File: src/rtl/z88_slot_ctrl.sv
// Memory-slot controller: decodes a slot from the top address bits and runs a
// timed CE/OE/WE strobe sequence with per-slot wait states, returning a one-cycle ack.
module z88_slot_ctrl #(
    parameter int unsigned              NUM_SLOTS = 4,
    parameter int unsigned              SEL_W     = 2,
    parameter int unsigned              ADDR_W    = 22,
    parameter int unsigned              DATA_W    = 8,
    parameter logic [4*NUM_SLOTS-1:0]   WAIT_CYC  = 16'h0000,
    parameter logic [NUM_SLOTS-1:0]     WR_MASK   = 4'b1110
) (
    input  logic                          clk,
    input  logic                          reset_n,
    input  logic                          req,
    input  logic                          we,
    input  logic [ADDR_W-1:0]             addr,
    input  logic [DATA_W-1:0]             wdata,
    output logic                          ack,
    output logic                          err,
    output logic [DATA_W-1:0]             rdata,
    output logic [ADDR_W-SEL_W-1:0]       mem_a,
    output logic [DATA_W-1:0]             mem_do,
    input  logic [NUM_SLOTS*DATA_W-1:0]   mem_di,
    output logic [NUM_SLOTS-1:0]          mem_ce_n,
    output logic                          mem_oe_n,
    output logic                          mem_we_n
);

    typedef enum logic [2:0] {
        S_IDLE,
        S_ERR,
        S_SETUP,
        S_ACCESS,
        S_HOLD
    } state_t;

    state_t                    state_q, state_d;
    logic [NUM_SLOTS-1:0]      sel_q, sel_d;
    logic                      we_q, we_d;
    logic [3:0]                cnt_q, cnt_d;
    logic [ADDR_W-SEL_W-1:0]   mem_a_q, mem_a_d;
    logic [DATA_W-1:0]         mem_do_q, mem_do_d;
    logic [DATA_W-1:0]         rdata_q, rdata_d;
    logic                      ack_q, ack_d;
    logic                      err_q, err_d;
    logic [NUM_SLOTS-1:0]      ce_n_q, ce_n_d;
    logic                      oe_n_q, oe_n_d;
    logic                      we_n_q, we_n_d;

    logic [SEL_W-1:0]          req_slot;
    logic [NUM_SLOTS-1:0]      sel_req;
    logic                      slot_ok;
    logic                      slot_wr;
    logic [3:0]                wait_req;
    logic [DATA_W-1:0]         rd_mux;

    assign req_slot = addr[ADDR_W-1 -: SEL_W];

    // Slot decode kept one-hot; an index past NUM_SLOTS simply matches nothing.
    always_comb begin
        sel_req  = '0;
        slot_ok  = 1'b0;
        slot_wr  = 1'b0;
        wait_req = '0;
        for (int unsigned i = 0; i < NUM_SLOTS; i++) begin
            if (req_slot == SEL_W'(i)) begin
                sel_req[i] = 1'b1;
                slot_ok    = 1'b1;
                slot_wr    = WR_MASK[i];
                wait_req   = WAIT_CYC[4*i +: 4];
            end
        end
    end

    always_comb begin
        rd_mux = '0;
        for (int unsigned i = 0; i < NUM_SLOTS; i++) begin
            if (sel_q[i]) begin
                rd_mux = rd_mux | mem_di[DATA_W*i +: DATA_W];
            end
        end
    end

    // Output registers are loaded with the values of the state being entered,
    // so every strobe is a flop output with no input-to-output path.
    always_comb begin
        state_d  = state_q;
        sel_d    = sel_q;
        we_d     = we_q;
        cnt_d    = cnt_q;
        mem_a_d  = mem_a_q;
        mem_do_d = mem_do_q;
        rdata_d  = rdata_q;
        ack_d    = 1'b0;
        err_d    = 1'b0;
        ce_n_d   = '1;
        oe_n_d   = 1'b1;
        we_n_d   = 1'b1;

        unique case (state_q)
            S_IDLE: begin
                if (req) begin
                    if (!slot_ok || (we && !slot_wr)) begin
                        state_d = S_ERR;
                        ack_d   = 1'b1;
                        err_d   = 1'b1;
                    end else begin
                        state_d  = S_SETUP;
                        sel_d    = sel_req;
                        we_d     = we;
                        cnt_d    = wait_req;
                        mem_a_d  = addr[ADDR_W-SEL_W-1:0];
                        mem_do_d = wdata;
                        ce_n_d   = ~sel_req;
                        oe_n_d   = we;
                    end
                end
            end
            S_ERR: begin
                state_d = S_IDLE;
            end
            S_SETUP: begin
                state_d = S_ACCESS;
                ce_n_d  = ~sel_q;
                oe_n_d  = we_q;
                we_n_d  = ~we_q;
            end
            S_ACCESS: begin
                ce_n_d = ~sel_q;
                if (cnt_q == 4'd0) begin
                    state_d = S_HOLD;
                    ack_d   = 1'b1;
                    if (!we_q) begin
                        rdata_d = rd_mux;
                    end
                end else begin
                    cnt_d  = cnt_q - 4'd1;
                    oe_n_d = we_q;
                    we_n_d = ~we_q;
                end
            end
            S_HOLD: begin
                state_d = S_IDLE;
            end
            default: begin
                state_d = S_IDLE;
            end
        endcase
    end

    always_ff @(posedge clk or negedge reset_n) begin
        if (!reset_n) begin
            state_q  <= S_IDLE;
            sel_q    <= '0;
            we_q     <= 1'b0;
            cnt_q    <= '0;
            mem_a_q  <= '0;
            mem_do_q <= '0;
            rdata_q  <= '0;
            ack_q    <= 1'b0;
            err_q    <= 1'b0;
            ce_n_q   <= '1;
            oe_n_q   <= 1'b1;
            we_n_q   <= 1'b1;
        end else begin
            state_q  <= state_d;
            sel_q    <= sel_d;
            we_q     <= we_d;
            cnt_q    <= cnt_d;
            mem_a_q  <= mem_a_d;
            mem_do_q <= mem_do_d;
            rdata_q  <= rdata_d;
            ack_q    <= ack_d;
            err_q    <= err_d;
            ce_n_q   <= ce_n_d;
            oe_n_q   <= oe_n_d;
            we_n_q   <= we_n_d;
        end
    end

    assign ack      = ack_q;
    assign err      = err_q;
    assign rdata    = rdata_q;
    assign mem_a    = mem_a_q;
    assign mem_do   = mem_do_q;
    assign mem_ce_n = ce_n_q;
    assign mem_oe_n = oe_n_q;
    assign mem_we_n = we_n_q;

endmodule

File: config.mk
export PLATFORM = sky130hd
export DESIGN_NAME = z88_slot_ctrl
export DESIGN_NICKNAME = d
export VERILOG_FILES = /design/src/rtl/z88_slot_ctrl.sv
export SDC_FILE = /design/constraint.sdc
export NUM_CORES = 1
export LEC_CHECK = 0
export CAP_MARGIN = 20
export CELL_PAD_IN_SITES_DETAIL_PLACEMENT = 0
export CELL_PAD_IN_SITES_GLOBAL_PLACEMENT = 1
export CORE_MARGIN = 8
export CORE_UTILIZATION = 35
export CTS_CLUSTER_SIZE = 25
export DETAILED_ROUTE_END_ITERATION = 16
export HOLD_SLACK_MARGIN = 0.06
export PLACE_DENSITY_LB_ADDON = 0.1
export SYNTH_ARGS = -nofsm -noshare
export SYNTH_HDL_FRONTEND = slang
export SYNTH_SLANG_ARGS = --single-unit
File: constraint.sdc
create_clock -name clk -period 3.7 [get_ports clk]
set_input_delay 0.555 -clock clk [delete_from_list [all_inputs] [get_ports clk]]
set_output_delay 0.555 -clock clk [all_outputs]
set_load 0.03 [all_outputs]
==> out/metrics.yaml <==
die:
  rows: 31
  io_pins: 110
  die_y_um: 101
  dieArea_mm2: 0.0102
  initial_utilization_pct: 35.6
  chipWidth_um: 101
  core-area_mm2: 0.00714
critical_path:
  critical_path.top_delay_family: "simple AND/OR/NAND/NOR gates"
  cp_data_required_time_ns: 3.90
  crit_start: "req"
  worst_setup_path_start_kind: "input port"
  path_cells: "clkdlybuf4s50_1 > or4b_4 > nor2_4 > buf_12 > mux2_4"
  worstSetupPathType: "in -> reg"
  endpoint_kind: "flop"
  critPathMaxStageDelay_ns: 0.56
  cp_max_fo: 18
  worstPathArrival_ns: 2.64
  r2r_end: "mem_do[2]"
  r2r-start: "state_q[1]"
  cp_num_buf_inv: 2
  slowest_stage: "or4b_4"
  reg2reg_slack_ns: 1.38
  ff2ff_path_depth: 4
clocking:
  cts.sinks: 56
  tritoncts: "done"
  ctsHoldBuffers: 0
  htree_levels: 2
  cts_setup_buffers: 0
  cts-root-buf: "clkbuf_8"
  insertion_delay_ns: 0.31
  clkSlewWorstSetupHoldPaths_ns: 0.11
  cts_resized: 0
  clockBufferDepth: 2
  cts_buffers: 5
global_route:
  grt_pass1_wl_um: 10700
  antenna_found_initial: 0
  grt_pass1_vias: 2054
  grt-ovfl-total: 0
  grt_usage_pct: 13.2
  grt_max_degree: 41
power_and_ir_drop:
  p_leak_nw: 1.55
  ir_drop_v: 0.000369
  total_power_mw: 3.27
  power_density_mw_per_mm2: 857
synth:
  ys_types: 37
  syn_avg_cell_area_um2: 13.4
  synth_warnings: 0
  ys_seq_area_share_pct: 55.5
  syn_inst: 189
  ys_seq_elements: 56
  synth_area_mm2: 0.00254
  synth_nets: 256
place:
  dpl.hpwl_um: 5030
  place_area_mm2: 0.00370
  io_buffers: 109
  preCtsSetupSlack_ns: 0.907
  dpl.cell_count: 388
  place.gp.congestion: 0.742
cells_and_area:
  instances_no_fill: 396
  stdcell_area_mm2: 0.00381
  nets: 363
  syn_to_final_growth_pct: 50.2
  diodes: 0
  drive_above_1_share_pct: 19.2
  final_util_pct: 53.4
route:
  routed_wl_um: 6690
  dr.pass1.iters: 4
  vias_per_cell: 4.92
  ant_nets: 0
  routedWlPerCell_um: 16.9
  vias: 1948
  route.detailed.drc: 0
  drt_iter0_drc: 76
timing:
  setup_ws_ns: 1.25
  rsz0062_at_grt: "false"
  max_freq_mhz: 409
  post-route-period-util_pct: 66.1
  worst_slew_pin_slew_ns: 0.667
  maxSlewViolCount: 0
  hold_ws_ns: 0.146
  tns_ns: 0
  fin_skew_ns: 0.0109
  slew_headroom_pct: 55.3
  post-route-min-period_ns: 2.45
  finalSetupViolations: 0
  finalHoldViolCount: 0
hold_path:
  hold_class: "in -> async"
flow_run:
  cap_violations: 0
run_status:
  outcome: "complete, no violations"
[worst reg2reg max path, stage by stage, from the launching register on]
cell,delay [ns]
dfrtp_1,0.50
or4b_4,0.66
nor2_4,0.47
buf_12,0.26
mux2_4,0.32
[power by group]
part           internal [mW]  switching [mW]
Combinational          0.861           0.867
Clock                  0.201           0.201
Sequential             0.904           0.233
Total                   1.97            1.30
[synthesized netlist by cell type]
master,count,area [µm²]
nand3b_1,1,7.51
o211ai_1,2,15.0
o311ai_0,1,8.76
nor2_4,1,11.3
a32oi_1,2,17.5
or2_2,3,18.8
dfstp_2,6,158
a21oi_1,3,15.0
o31ai_1,2,15.0
mux2_4,29,435
nor2_1,3,11.3
inv_1,8,30.0
o221ai_1,1,8.76
nor2b_1,3,18.8
buf_1,4,15.0
or4b_4,1,13.8
nor3b_2,2,25.0
nor4_1,1,6.26
ha_1,1,12.5
dfrtp_1,50,1250
nor3b_1,1,7.51
and3b_1,1,8.76
nand2_1,4,15.0
nand4_1,1,6.26
nand3_1,3,15.0
o21ai_0,4,20.0
clkbuf_1,1,3.75
a31oi_1,18,113
or3b_2,2,17.5
o21ai_2,1,8.76
o22a_1,2,17.5
buf_6,4,45.0
a22oi_1,18,135
buf_2,2,10.0
nor3_2,1,10.0
clkinv_1,1,3.75
or3_1,1,6.26
[registers in the layout, indices dropped and copies added, names as in the netlist]
name      count
cnt_q         4
rdata         8
mem_ce_n      4
mem_do        8
err           1
sel_q         4
ack           1
we_q          1
mem_oe_n      1
mem_a        20
mem_we_n      1
state_q       3
[worst max path at each step]
stage,slack [ns],cells past startpoint,end
global route,1.17,5,mem_do[2]
global placement,0.94,5,mem_a[19]
detailed placement,0.91,5,mem_do[2]
floorplan,1.95,4,mem_a[0]
CTS,1.23,5,mem_do[2]
finish,1.25,5,mem_do[2]
[cell families (layout without fill, tap and decap cells)]
group | Yosys count | in the layout | synth area share (%)
simple gates | 29 | 29 | 7.84
compound gates | 54 | 54 | 14.7
fa+ha+maj | 1 | 1 | 0.493
buf+inv | 20 | 128 | 4.24
flops | 56 | 56 | 55.5
mux | 29 | 29 | 17.2
[cell usage in the layout, fill, tap and decap left out, types with 2 or more instances in the layout]
cell type and count:
o22a_1 2, dfstp_2 6, or2_2 3, nor2b_1 3, or3b_2 2, inv_1 8, nand2_1 4, clkdlybuf4s50_1 108
a32oi_1 2, o211ai_1 2, a21oi_1 3, a22oi_1 18, a31oi_1 18, clkbuf_8 5, mux2_4 29, nor2_1 3
o31ai_1 2, nand3_1 3, o21ai_0 4, dfrtp_1 50, nor3b_2 2
[area by class of cell]
class | instances | area, µm²
tap | 99 | 124
multi-input combinational | 113 | 1020
sequential | 56 | 1410
fill | 651 | 3320
inverter | 9 | 33.8
clock inverter | 3 | 42.5
clock buffer | 5 | 68.8
timing repair buffer | 111 | 1110
[routing by layer]
metal / wire [µm] / share of wire (%) / GRT usage (%)
met5: 0 / 0 / 0
met2: 3040 / 45 / 20.0
met3: 571 / 8.5 / 4.60
met4: 77 / 1.2 / 3.21
met1: 3000 / 45 / 17.4
Note: power is estimated with default switching activity, not from simulation.
